**src/rtl/rv_pkg.sv**
```systemverilog
// Shared core types for the memory subsystem: data width, arbiter state
// encoding and the slave-side request bundle used by the arbiter and the SRAM test top.
package rv_pkg;

    localparam int XLEN = 32;

    typedef enum logic {
        ARB_IDLE = 1'b0,
        ARB_BUSY = 1'b1
    } arb_state_t;

    localparam logic [XLEN-1:0] ARB_ERR_RDATA = 32'hDEAD_BEEF;

    typedef struct packed {
        logic              we;
        logic [XLEN/8-1:0] be;
        logic [XLEN-1:0]   addr;
        logic [XLEN-1:0]   wdata;
    } mem_req_t;

endpackage

```
**src/rtl/rv_rr_pick2.sv**
```systemverilog
// Combinational two-way round-robin picker: a lone requester always wins,
// on a tie the master that was not granted last time wins.
module rv_rr_pick2 (
    input  logic [1:0] req,
    input  logic       last,
    output logic       gnt_valid,
    output logic       gnt_idx
);

    // Winner selection from the current request pair and the previous grant.
    always_comb begin
        gnt_valid = |req;
        case (req)
            2'b01:   gnt_idx = 1'b0;
            2'b10:   gnt_idx = 1'b1;
            2'b11:   gnt_idx = ~last;
            default: gnt_idx = 1'b0;
        endcase
    end

endmodule

```
**src/rtl/rv_mem_arbiter.sv**
```systemverilog
// Two-master (fetch, load/store) to one-SRAM arbiter with round-robin grant
// and a forced error completion when the slave does not answer in time.
module rv_mem_arbiter
    import rv_pkg::*;
#(
    parameter int unsigned TIMEOUT = 64
) (
    input  logic              clk_i,
    input  logic              rst_i,
    input  logic              m0_req_i,
    input  logic              m0_we_i,
    input  logic [XLEN/8-1:0] m0_be_i,
    input  logic [XLEN-1:0]   m0_addr_i,
    input  logic [XLEN-1:0]   m0_wdata_i,
    output logic              m0_rvalid_o,
    output logic [XLEN-1:0]   m0_rdata_o,
    output logic              m0_err_o,
    input  logic              m1_req_i,
    input  logic              m1_we_i,
    input  logic [XLEN/8-1:0] m1_be_i,
    input  logic [XLEN-1:0]   m1_addr_i,
    input  logic [XLEN-1:0]   m1_wdata_i,
    output logic              m1_rvalid_o,
    output logic [XLEN-1:0]   m1_rdata_o,
    output logic              m1_err_o,
    output logic              req_o,
    output logic              we_o,
    output logic [XLEN/8-1:0] be_o,
    output logic [XLEN-1:0]   addr_o,
    output logic [XLEN-1:0]   wdata_o,
    input  logic              rvalid_i,
    input  logic [XLEN-1:0]   rdata_i
);

    localparam int unsigned      CNT_W    = $clog2(TIMEOUT + 1);
    localparam logic [CNT_W-1:0] CNT_LAST = CNT_W'(TIMEOUT - 1);
    localparam logic [CNT_W-1:0] CNT_ONE  = CNT_W'(1);

    arb_state_t       state_r;
    logic             grant_r;
    logic             last_grant_r;
    logic [CNT_W-1:0] cnt_r;
    mem_req_t         slv_req_r;

    mem_req_t         m0_req_s;
    mem_req_t         m1_req_s;
    mem_req_t         win_req_s;
    logic             gnt_valid_s;
    logic             gnt_idx_s;
    logic             busy_s;
    logic             done_ok_s;
    logic             done_to_s;
    logic             done_s;

    rv_rr_pick2 u_pick (
        .req       ({m1_req_i, m0_req_i}),
        .last      (last_grant_r),
        .gnt_valid (gnt_valid_s),
        .gnt_idx   (gnt_idx_s)
    );

    // Bundle each master's attributes and select the winner's bundle.
    always_comb begin
        m0_req_s.we    = m0_we_i;
        m0_req_s.be    = m0_be_i;
        m0_req_s.addr  = m0_addr_i;
        m0_req_s.wdata = m0_wdata_i;
        m1_req_s.we    = m1_we_i;
        m1_req_s.be    = m1_be_i;
        m1_req_s.addr  = m1_addr_i;
        m1_req_s.wdata = m1_wdata_i;
        if (gnt_idx_s) begin
            win_req_s = m1_req_s;
        end else begin
            win_req_s = m0_req_s;
        end
    end

    // Completion detection; a slave answer in the last allowed cycle beats the timeout.
    always_comb begin
        busy_s    = (state_r == ARB_BUSY);
        done_ok_s = busy_s && rvalid_i;
        done_to_s = busy_s && !rvalid_i && (cnt_r == CNT_LAST);
        done_s    = done_ok_s || done_to_s;
    end

    // Arbiter FSM, grant bookkeeping, captured slave request and timeout counter.
    always_ff @(posedge clk_i) begin
        if (rst_i) begin
            state_r      <= ARB_IDLE;
            grant_r      <= 1'b0;
            last_grant_r <= 1'b1;
            cnt_r        <= '0;
            slv_req_r    <= '0;
        end else begin
            case (state_r)
                ARB_IDLE: begin
                    cnt_r <= '0;
                    if (gnt_valid_s) begin
                        state_r      <= ARB_BUSY;
                        grant_r      <= gnt_idx_s;
                        last_grant_r <= gnt_idx_s;
                        slv_req_r    <= win_req_s;
                    end else begin
                        state_r <= ARB_IDLE;
                    end
                end
                ARB_BUSY: begin
                    if (done_s) begin
                        state_r <= ARB_IDLE;
                        cnt_r   <= '0;
                    end else begin
                        state_r <= ARB_BUSY;
                        cnt_r   <= cnt_r + CNT_ONE;
                    end
                end
                default: begin
                    state_r <= ARB_IDLE;
                    cnt_r   <= '0;
                end
            endcase
        end
    end

    // Slave-side drive: req drops in the completing cycle to match the driver handshake.
    always_comb begin
        req_o   = busy_s && !done_s;
        we_o    = slv_req_r.we;
        be_o    = slv_req_r.be;
        addr_o  = slv_req_r.addr;
        wdata_o = slv_req_r.wdata;
    end

    // Completion routing to the granted master only; the other master sees zeros.
    always_comb begin
        m0_rvalid_o = 1'b0;
        m0_err_o    = 1'b0;
        m0_rdata_o  = '0;
        m1_rvalid_o = 1'b0;
        m1_err_o    = 1'b0;
        m1_rdata_o  = '0;
        if (done_s && grant_r) begin
            m1_rvalid_o = 1'b1;
            m1_err_o    = done_to_s;
            m1_rdata_o  = done_ok_s ? rdata_i : ARB_ERR_RDATA;
        end else if (done_s) begin
            m0_rvalid_o = 1'b1;
            m0_err_o    = done_to_s;
            m0_rdata_o  = done_ok_s ? rdata_i : ARB_ERR_RDATA;
        end else begin
            m0_rvalid_o = 1'b0;
            m1_rvalid_o = 1'b0;
        end
    end

endmodule

```
**config.mk**
```make
export PLATFORM = sky130hd
export DESIGN_NAME = rv_mem_arbiter
export DESIGN_NICKNAME = d
export VERILOG_FILES = /design/src/rtl/rv_pkg.sv /design/src/rtl/rv_rr_pick2.sv /design/src/rtl/rv_mem_arbiter.sv
export SDC_FILE = /design/constraint.sdc
export NUM_CORES = 1
export LEC_CHECK = 0
export ABC_AREA = 1
export CORE_AREA = 2 2 123 125
export CTS_BUF_LIST = sky130_fd_sc_hd__clkbuf_8
export DETAILED_ROUTE_END_ITERATION = 10
export DIE_AREA = 0 0 125 127
export PLACE_DENSITY = 0.69
export SETUP_SLACK_MARGIN = 0.1
export SLEW_MARGIN = 20
export SYNTH_ARGS = -nofsm -noshare
export SYNTH_HDL_FRONTEND = slang
export SYNTH_SLANG_ARGS = --single-unit
```
**constraint.sdc**
```tcl
create_clock -name clk_i -period 3.25 [get_ports clk_i]
set_input_delay 0.8125 -clock clk_i [delete_from_list [all_inputs] [get_ports clk_i]]
set_output_delay 0.8125 -clock clk_i [all_outputs]
set_load 0.05 [all_outputs]
```
# ---- Word-level counts from Yosys, hierarchy flattened
# Cells that the tools add are included.
dict set report classes {
  addsub 1
  n_mul 0
  n_div 0
  magnitude_cmp 0
  eq_ne 3
  shifts 0
  muxes 17
  n_bitwise 2
  n_reduce_logical 10
}
# cell n
set ops {}
lappend ops {{$mux W32} 4}
lappend ops {{$mux W69} 1}
lappend ops {{$pmux W7 S2} 1}
lappend ops {{$mux W1} 8}
lappend ops {{$add A7 B1 Y7 const B} 1}
lappend ops {{$eq A7 B6 Y1 const B} 1}
lappend ops {{$mux W7} 1}
lappend ops {{$logic_and A1 B1 Y1} 5}
lappend ops {{$eq A2 B2 Y1 const B} 2}
lappend ops {{$pmux W1 S2} 2}
lappend ops {{$logic_not A1 Y1} 2}
lappend ops {{$not A1 Y1} 2}
lappend ops {{$reduce_and A2 Y1} 1}
lappend ops {{$reduce_or A2 Y1} 1}
lappend ops {{$logic_or A1 B1 Y1} 1}
dict set report totals {
  register_bits 79
  latchBits 0
  ram_bits 0
  rom_bits 0
  inputBits 175
  output_inout_bits 138
  elab_cells 41
  mem_count 0
}

# ---- Longest topological paths before layout
# Gate-level depths: netlist (run 1).
dict set report depth {
  word_depth 6
  mapped_depth 8
  mapped_depth_nobuf 7
}

# ---- By module
# A second synthesis (run 1) with hierarchy kept.
dict set report unflattened {
  hier_cells 545
  area_unflattened_um2 3728.6
}
# module n_inst cells_per_inst area_per_inst_um2 seq_area_each_um2
set by_module_without_submodules {}
lappend by_module_without_submodules {rv_mem_arbiter 1 542 3713.6 1581.5}
lappend by_module_without_submodules {rv_rr_pick2 1 3 15.0 0.0}

# ---- Worst setup path before layout (run 1)
# OpenSTA, ideal clock, no wires.
dict set report synth_path {
  path_kind {input to output}
  startpoint {input port rvalid_i}
  endpoint {output port m0_rdata_o[18]}
  arrival_time_ps 2017
  t_required_ps 2438
  path_slack_ps 420
  cell_stages 6
  n_path_buf 1
  cell_sequence {nor2_2 nand3_4 nand2_4 nand2_4 buf_6 nor2_1}
}
dict set report synth_via {
  elab_chain_len 6
  word_cells_on_any_way 9
  classes_between {mux (3); reduce/logical (6)}
}
# item line_no
set synth_rtl {}
lappend synth_rtl {{start: declaration} rv_mem_arbiter.sv:31} ;# input logic rvalid_i,
lappend synth_rtl {{$logic_not A1 Y1} rv_mem_arbiter.sv:83} ;# done_to_s = busy_s && !rvalid_i && (cnt_r == CNT_LAST);
lappend synth_rtl {{$logic_and A1 B1 Y1 (2 in a row)} rv_mem_arbiter.sv:83}
lappend synth_rtl {{$logic_or A1 B1 Y1} rv_mem_arbiter.sv:84} ;# done_s = done_ok_s || done_to_s;
lappend synth_rtl {{$mux W32 / $logic_and A1 B1 Y1 (equally long branches)} {rv_mem_arbiter.sv:146, rv_mem_arbiter.sv:142}}
lappend synth_rtl {{$mux W32 *} rv_mem_arbiter.sv:142} ;# if (done_s && grant_r) begin
lappend synth_rtl {{end: declaration} rv_mem_arbiter.sv:16} ;# output logic [XLEN-1:0] m0_rdata_o,
# Mark *: on every way between the ends. The rest lies on a longest branch, timed or not.

# ---- Worst setup path in the final report (run 1)
dict set report layout_path {
  startpoint {input port rvalid_i}
  endpoint {output port m0_rdata_o[5]}
}
# The elaborated chain is that of the path after synthesis.

==> results by stage, run 1 <==
CTS:
- The clock tree from TritonCTS is yes.
- The tree is rooted in a sky130_fd_sc_hd__clkbuf_8.
- Counting the buffers created by CTS gives 9.
- The H-tree was split into 3 levels.
- Post-CTS timing repair inserted 0 buffers for setup.
- The insertion delay to the later sink of the worst-skew pair is 360 ps.
- The count of clock tree sinks is 79.
- The maximum count of clock buffers along a single path is 2.
- After clock tree synthesis, the clock-pin slew on the worst setup and hold paths is 80 ps.

Worst setup path:
- In this design, the critical path's most frequently occurring cell is sky130_fd_sc_hd__nand2_4.
- The delay of the slowest cell on the worst path is 470 ps.
- The data required time of the worst path is 2440 ps.
- The biggest fanout along the worst timing path is 25.
- The classification of the worst setup path is input pin to output pin.
- The startpoint kind of the worst setup timing path is an input pin.
- The standard cell with the maximum stage delay on the critical path is sky130_fd_sc_hd__clkdlybuf4s50_1.
- Among cell families on the critical path, the largest total delay comes from simple AND/OR/NAND/NOR gates.
- STA puts the critical path data arrival time at 2300 ps.
- The critical path capture point type is an output pin.
- The signal on the critical path passes through clkdlybuf4s50_1 -> nor2_2 -> nand3_4 -> nand2_4 -> nand2_4 -> nor2_1 -> buf_12.
- The number of buffers and inverters on the critical path is 2.

Global routing:
- The number of antenna violations at the first check in global routing is 4.
- The total routing resource utilization after global routing is 19.6%.
- The largest net degree at the start of global routing is 87.
- The global-route wire length before repair is 24,800 um.
- The via count of the first global-routing pass is 4,840.
- The total grt overflow is 0.

Worst hold path:
- The min-delay analysis places its worst path in the category flip-flop to flip-flop.

Floorplanning:
- The die covers 15,900 sq um.
- The floorplan step defined a core boundary enclosing 14,400 sq um.
- From left edge to right edge, the die measures 125 um.
- 313 I/O pins were placed.
- The vertical extent of the die is 127 um.
- The count of standard-cell rows is 44.
- The initial utilization of the core area, before any placement, comes to 30.3%.

Place:
- The number of placed instances, taps included is 1,217.
- The final weighted congestion in routability-driven placement is 0.814.
- Prior to clock tree synthesis, the placed netlist has a worst setup slack of 158 ps.
- The number of port buffers is 312.
- The final HPWL from detailed placement is 12,800 um.

Timing:
- The final number of max-transition violations was 0.
- Setup repair after global routing could not meet its margin everywhere.
- The worst path needs 3110 ps of the cycle, external delays included.
- In the final timing run, aggregate negative setup slack is 0 ps.
- The peak clock frequency supported by timing is 321 MHz.
- The smallest hold slack is 464 ps.
- In the post-route analysis, the smallest setup slack over all paths is 138 ps.
- Between clock sinks in the finished design, the worst skew comes to 13.8 ps.
- The total count of hold-check failures in the final report is 0.
- The relative slew slack is 59.8%.
- The share of the cycle needed by the critical path after routing is 95.7%.
- At the pin with the least slew margin, the transition time is 601 ps.
- The count of final setup violators is 0.

Logic synthesis:
- Averaged over all synthesized cells, the footprint is 5.79 sq um.
- For this run, the register share of the synthesized area comes to 36.2%.
- Counting every instance in the synthesized netlist gives 754.
- The combined area of all synthesized cells is 4370 sq um.
- The unique cell type count in the Yosys netlist is 23.
- During synthesis, Yosys emitted a total of 0 warnings.
- After synthesis the netlist holds a flip-flop and latch count of 79.
- Counting every net in the synthesized netlist gives 930.

Power:
- The cell area power density is 398 nW/um^2.
- The static leakage is 4.02 nW.
- The total power is 3.40 mW.
- The worst IR drop on VDD is 213 uV.

Finish:
- The net count of the finished layout is 1,220.
- The commonest non-fill, non-tap cell in the layout is sky130_fd_sc_hd__nor2_1.
- Cells with a size suffix above 1 make up 10.9% of the layout.
- Leaving out fill and tap cells, the most frequent cells in the layout are sky130_fd_sc_hd__nor2_1 (302), sky130_fd_sc_hd__clkdlybuf4s50_1 (243), sky130_fd_sc_hd__nand2_1 (153).
- The layout has 1,372 filler cells.
- The count of placed standard cells in the final layout, fillers left out is 1,236.
- The area added between synthesis and finish is 95.5%.

Route:
- In the routed design, unresolved DRC markers number 0.
- The total routed wirelength is 16,100 um.
- Before antenna repair, the detailed router went through 6 iterations.
- After detailed routing, the number of vias per cell comes to 4.29.
- The post-detailed-route count of antenna-violating nets is 0.
- After detailed routing, the average wire length per cell comes to 13.1 um.
- The routed layout has 5,308 vias.
- The starting DRC count in detailed routing is 276.

Flow run:
- Across the run, the number of max-cap violations was 0.

Status:
- The run finished with clean final reports.
-- Yosys cell counts --
master | count | area share (%)
sky130_fd_sc_hd__clkbuf_1 | 15 | 1.3
sky130_fd_sc_hd__nand3_4 | 1 | 0.40
sky130_fd_sc_hd__nand2_2 | 3 | 0.43
sky130_fd_sc_hd__nand2_1 | 153 | 13
sky130_fd_sc_hd__xor2_1 | 3 | 0.60
sky130_fd_sc_hd__dfxtp_1 | 79 | 36
sky130_fd_sc_hd__buf_2 | 22 | 2.5
sky130_fd_sc_hd__nand3_1 | 4 | 0.46
sky130_fd_sc_hd__nand2_4 | 3 | 0.77
sky130_fd_sc_hd__inv_1 | 75 | 6.4
sky130_fd_sc_hd__nor2_1 | 305 | 26
sky130_fd_sc_hd__nor2_2 | 3 | 0.43
sky130_fd_sc_hd__o21ai_2 | 1 | 0.20
sky130_fd_sc_hd__o21ai_1 | 60 | 6.9
sky130_fd_sc_hd__a21oi_1 | 1 | 0.11
sky130_fd_sc_hd__o21ai_0 | 11 | 1.3
sky130_fd_sc_hd__clkinv_1 | 1 | 0.086
sky130_fd_sc_hd__xnor2_1 | 1 | 0.20
sky130_fd_sc_hd__inv_2 | 5 | 0.43
sky130_fd_sc_hd__buf_6 | 4 | 1.0
sky130_fd_sc_hd__ha_1 | 1 | 0.29
sky130_fd_sc_hd__buf_4 | 2 | 0.34
sky130_fd_sc_hd__nor2_4 | 1 | 0.26
-- report_power, final --
| part | switching [mW] | total [mW] | internal (mW) |
|---|---|---|---|
| clock | 0.356 | 0.769 | 0.413 |
| combinational | 0.886 | 1.51 | 0.620 |
| sequential | 0.0502 | 1.12 | 1.07 |
| total | 1.29 | 3.40 | 2.10 |
-- worst reg2reg max path: cells and delay by family (launching register included) --
family	cells	cell delay (ps)
buffers and inverters	3	710
AO/OA/AOI/OAI	1	100
AND/OR/NAND/NOR	3	330
flip-flops	1	330
-- worst paths after layout --
check / depth (start not counted) / endpoint / from / slack [ps]
max: 7 / m0_rdata_o[5] / rvalid_i / 140
min: 1 / cnt_r[0]$_SDFF_PP0_ / cnt_r[0]$_SDFF_PP0_ / 460
max reg2reg: 7 / addr_o[22]$_SDFFE_PP0P_ / busy_s$_SDFF_PP0_ / 1690
min reg2reg: 1 / cnt_r[0]$_SDFF_PP0_ / cnt_r[0]$_SDFF_PP0_ / 460
-- state kept, by name, summed over array words and instances, names as in the netlist --
name / flops
addr_o: 32
be_o: 4
busy_s: 1
cnt_r: 7
grant_r: 1
last_grant_r: 1
wdata_o: 32
we_o: 1
-- area by class of cell --
type | count | area (sq um) | area share [%]
Sequential cell | 79 | 1580 | 18.5
Inverter | 81 | 307 | 3.59
Clock buffer | 12 | 165 | 1.93
Timing Repair Buffer | 322 | 3940 | 46.1
Tap cell | 184 | 230 | 2.70
Clock inverter | 3 | 42.5 | 0.498
Antenna cell | 4 | 10.0 | 0.117
Multi-Input combinational cell | 551 | 2260 | 26.5
-- metrics by stage --
| step | area, sq um | utilization (%) |
|---|---|---|
| 4_1_cts | 8520 | 59.1 |
| 3_3_place_gp | 8310 | 57.6 |
| 6_report | 8540 | 59.2 |
| 2_1_floorplan | 4370 | - |
| 3_5_place_dp | 8310 | 57.6 |
| 5_1_grt | 8540 | 59.2 |
-- logic make-up after synthesis --
| family | count (synthesis) | share of synthesized area (%) |
|---|---|---|
| buffers and inverters | 124 | 12.1 |
| and+or+nand+nor | 473 | 42.1 |
| adders and majority gates | 1 | 0.286 |
| DFF | 79 | 36.2 |
| xor gates and xnor gates | 4 | 0.802 |
| AOI/OAI and AO/OA | 73 | 8.45 |
-- timing repair --
action | CTS | global route
gates resized for setup | 0 | 3
setup endpoints to repair | 0 | 47
hold buffers | 0 | 0
-- per-layer routing --
layer  vias to the layer above  global-route usage [%]  routed length [um]
met3                        25                    6.45                1250
li1                       2818                       -                   -
met2                       210                    33.9                8010
met5                         -                       0                   0
met4                         0                    8.69                 493
met1                      2255                    22.2                6400
(Power assumes the default switching activity.)
==> run 2: changes to the inputs <==
--- a/config.mk
+++ b/config.mk
@@ -6,13 +6,15 @@
 export NUM_CORES = 1
 export LEC_CHECK = 0
 export ABC_AREA = 1
-export CORE_AREA = 2 2 123 125
+export CORE_AREA = 2 2 121 123
 export CTS_BUF_LIST = sky130_fd_sc_hd__clkbuf_8
+export CTS_CLUSTER_DIAMETER = 150
 export DETAILED_ROUTE_END_ITERATION = 10
-export DIE_AREA = 0 0 125 127
-export PLACE_DENSITY = 0.69
+export DIE_AREA = 0 0 123 125
+export PLACE_DENSITY = 0.71
 export SETUP_SLACK_MARGIN = 0.1
 export SLEW_MARGIN = 20
 export SYNTH_ARGS = -nofsm -noshare
 export SYNTH_HDL_FRONTEND = slang
+export SYNTH_HIERARCHICAL = 1
 export SYNTH_SLANG_ARGS = --single-unit
==> run 2 against run 1 <==
  * Non-clock buffer count rose by 1
  * Combinational power down 5%
  * Largest power group unchanged
  * Design area is 7.7% lower
  * Die area fell by 3.1%
  * Synthesized area shrank 15%
  * Utilization is 3.7 points lower
  * Clock power shrank 15%
  * First-iteration DRC count decreased by 34%
  * Routed wire length fell by 2.1%
  * Register-to-register slack worse by 30 ps
  * Sequential power is essentially flat
==> results by stage, run 2 <==
Status:
- The run finished with clean final reports.

Global routing:
- The number of antenna violations at the first check in global routing is 1 (-3).
- The total grt overflow was 0 (unchanged).
- The total routing resource utilization after global routing came to 20.2% (+0.57 points).
- The global-route wire length before repair came to 24,700 um (-0.56%).
- The largest net degree at the start of global routing is 73 (-16%).
- The via count of the first global-routing pass is 4,877 (+0.76%).

Logic synthesis:
- The most numerous cell in the Yosys netlist is sky130_fd_sc_hd__a21oi_1.
- The cell taking the most area after synthesis is sky130_fd_sc_hd__dfxtp_1.
- The number of flip-flops and latches in the synthesized netlist was 79 (unchanged).
- The net count after synthesis is 721 (-22%).
- In the synthesized netlist, the cells that appear most often are sky130_fd_sc_hd__a21oi_1 (140), sky130_fd_sc_hd__nor2_1 (99), sky130_fd_sc_hd__nand2_1 (84).
- The proportion of synthesized chip area in sequential cells is 42.4% (+6.2 points).
- The combined area of all synthesized cells is 3730 sq um (-15%).
- The unique cell type count in the Yosys netlist is 23 (unchanged).
- The proportion of register bits with asynchronous set or reset after synthesis is 0% (unchanged).
- The fraction of synthesized cell area taken by the top area cell type was 42.4% (+6.2 points).
- The yosys synthesis warning count is 6 (+6).
- The cell count after synthesis was 545 (-28%).
- The leading register cell type out of synthesis is sky130_fd_sc_hd__dfxtp_1.
- The number of flops mapped to enable cells by yosys is 0 (unchanged).
- The post-synthesis average cell area is 6.84 sq um (+18%).
- By area the synthesized netlist is led by sky130_fd_sc_hd__dfxtp_1 (42%), sky130_fd_sc_hd__a21oi_1 (19%), sky130_fd_sc_hd__nor2_1 (10%), sky130_fd_sc_hd__nand2_1 (8.5%), sky130_fd_sc_hd__o21ai_0 (8.2%).

Timing:
- The slew at the pin closest to its max-slew limit was 796 ps (+194 ps).
- The relative slew slack is 47.0% (-13 points).
- Setup repair after global routing left no endpoint under its margin.
- The final setup skew is 6.01 ps (-7.82 ps).
- The final number of max-transition violations is 0 (unchanged).
- The peak clock frequency supported by timing came to 327 MHz (+1.7%).
- The share of the cycle needed by the critical path after routing is 94.2% (-1.6 points).
- The total count of hold-check failures in the final report came to 0 (unchanged).
- The final setup TNS was 0 ps (unchanged).
- The final critical-path required period is 3060 ps (-50.9 ps).
- The count of final setup violators is 0 (unchanged).

Place:
- The final weighted congestion in routability-driven placement is 0.777 (-4.5%).
- The placed standard-cell area is 7720 sq um (-7.2%).
- The final HPWL from detailed placement is 11,400 um (-11%).
- The number of port buffers was 312 (unchanged).

Finish:
- The post-layout instance area is 7880 sq um (-7.7%).
- The fraction of final layout cells with drive strength greater than 1 is 12.9% (+2.0 points).
- The top cell types in the final layout, fill and taps aside, are sky130_fd_sc_hd__clkdlybuf4s50_1 (243), sky130_fd_sc_hd__a21oi_1 (139), sky130_fd_sc_hd__nor2_1 (99).
- The area added between synthesis and finish is 111%.
- The library cell used most frequently in the layout, excluding fill and tap cells, is sky130_fd_sc_hd__clkdlybuf4s50_1.
- The net count of the finished layout is 1,012 (-17%).

Route:
- The final routed wire length divided by cell count came to 15.4 um (+18%).
- The overall via count from detail_route is 4,866 (-8.3%).
- The average via count per standard cell was 4.75 (+11%).
- The total met3 wirelength after detailed routing is 1720 um (+38%).
- The post-detailed-route count of antenna-violating nets was 0 (unchanged).
- The starting DRC count in detailed routing was 181 (-34%).
- The sum of met2 wire segment lengths after detailed routing was 7830 um (-2.2%).
- The uppermost layer routed is met4.
- The total routed wirelength is 15,800 um (-2.1%).
- The total routed wire length on the met1 layer is 5800 um (-9.3%).
- The length of the first detailed-routing pass in iterations came to 4 (-2).
- The remaining routing DRC violations is 0 (unchanged).

Power:
- The worst IR drop on VDD is 238 uV (+12%).
- The total power came to 3.20 mW (-5.7%).
- The cell area power density is 406 nW/um^2 (+2.2%).
- The static leakage came to 3.17 nW (-21%).

Floorplanning:
- The die width was 123 um (-1.6%).
- The count of standard-cell rows is 44 (unchanged).
- The die area is 15,400 sq um (-3.1%).
- The vertical extent of the die came to 125 um (-1.6%).
- The starting density of the core was 26.3% (-4.0 points).
- The core area is 14,200 sq um (-1.5%).
- The top-level port count was 313 (unchanged).

Worst setup path:
- The classification of the worst setup path is input pin to output pin.
- The arrival time at the worst endpoint is 2250 ps (-50 ps).
- The startpoint kind of the worst setup timing path is an input pin.
- The cell count of the worst reg-to-reg path is 5 (-2).
- The biggest fanout along the worst timing path came to 25 (unchanged).
- The startpoint of the worst-slack reg-to-reg timing path is last_grant_r$_SDFFE_PP1P_.
- The critical path launch point is rvalid_i.
- The register-to-register setup slack is 1660 ps (-30 ps).
- The worst setup path is captured at an output pin.
- The end of the worst register-to-register path is wdata_o[30]$_SDFFE_PP0P_.
- The data required time of the worst path is 2440 ps (about the same).

CTS:
- The number of buffers added for setup after CTS was 0 (unchanged).
- The count of clock tree sinks came to 79 (unchanged).
- The clock transition at the registers of the reported paths is 80 ps (about the same).
- The total CTS buffers came to 9 (unchanged).
- The post-cts hold buffer count is 0 (unchanged).
- TritonCTS built the clock tree.
- The maximum count of clock buffers along a single path was 2 (unchanged).
- Clock tree synthesis selected as its root buffer the cell sky130_fd_sc_hd__clkbuf_8.
- The post-cts gate resize count is 0 (unchanged).
- The insertion delay to the later sink of the worst-skew pair is 350 ps (about the same).
- The H-tree depth is 3 (unchanged).

Flow run:
- The count of maximum capacitance violations is 0 (unchanged).

Worst hold path:
- For hold timing, the worst endpoint is cnt_r[0]$_SDFF_PP0_.
- The cell count of the worst hold path is 1 (unchanged).
- The worst hold-check path type is flip-flop to flip-flop.
- The worst hold path begins at cnt_r[0]$_SDFF_PP0_.
==> run 2: critical path: stages <==
cell	delay, ps
sky130_fd_sc_hd__clkdlybuf4s50_1	430
sky130_fd_sc_hd__nor2_2	190
sky130_fd_sc_hd__nand3_4	110
sky130_fd_sc_hd__nand2_4	100
sky130_fd_sc_hd__nand2_4	180
sky130_fd_sc_hd__nor2_1	250
sky130_fd_sc_hd__buf_12	170
==> run 2: layout make-up <==
class	instances	area [sq um]
antenna	1	2.50
clock buffer	10	138
timing repair buffer	323	3950
clock inverter	5	26.3
multi-input combinational	411	1910
tap	184	230
inverter	12	45.0
fill	1286	6320
sequential	79	1580
==> run 2: worst max path at each step <==
stage | end | slack [ps] | cells past startpoint
floorplan | m0_rdata_o[16] | 380 | 4
global placement | m1_rdata_o[1] | 210 | 7
detailed placement | m0_rdata_o[26] | 200 | 7
CTS | m0_rdata_o[26] | 190 | 7
global route | m0_rdata_o[13] | 110 | 7
finish | m0_rdata_o[26] | 190 | 7
==> run 2: metal layers <==
| metal | track usage [%] | up-vias |
|---|---|---|
| met4 | 8.16 | 0 |
| met1 | 21.0 | 2210 |
| met3 | 7.80 | 29 |
| met5 | 0 | - |
| li1 | - | 2398 |
| met2 | 35.9 | 229 |
==> run 2: where the power goes <==
group | internal [mW] | switching [mW] | leakage [nW] | total (mW)
combinational | 0.588 | 0.839 | 2.42 | 1.43
sequential | 1.07 | 0.0505 | 0.655 | 1.12
clock | 0.288 | 0.367 | 0.0891 | 0.655
==> run 2: metrics by stage <==
step,hold WS (ps),utilization (%),instances,setup slack [ps]
final,445,55.5,1025,189
after global placement,430,54.3,1009,206
after CTS,449,55.5,1024,190
after global routing,466,55.5,1025,114
after detailed placement,437,54.3,1009,196
after floorplan,418,-,545,383
==> run 2: kinds of logic after synthesis <==
logic type,synth area share (%)
adder cells (fa/ha/maj),0.336
buffers and inverters,6.58
AND/OR/NAND/NOR,21.4
XOR/XNOR,0.940
flip-flops,42.4
AO/OA/AOI/OAI,28.3
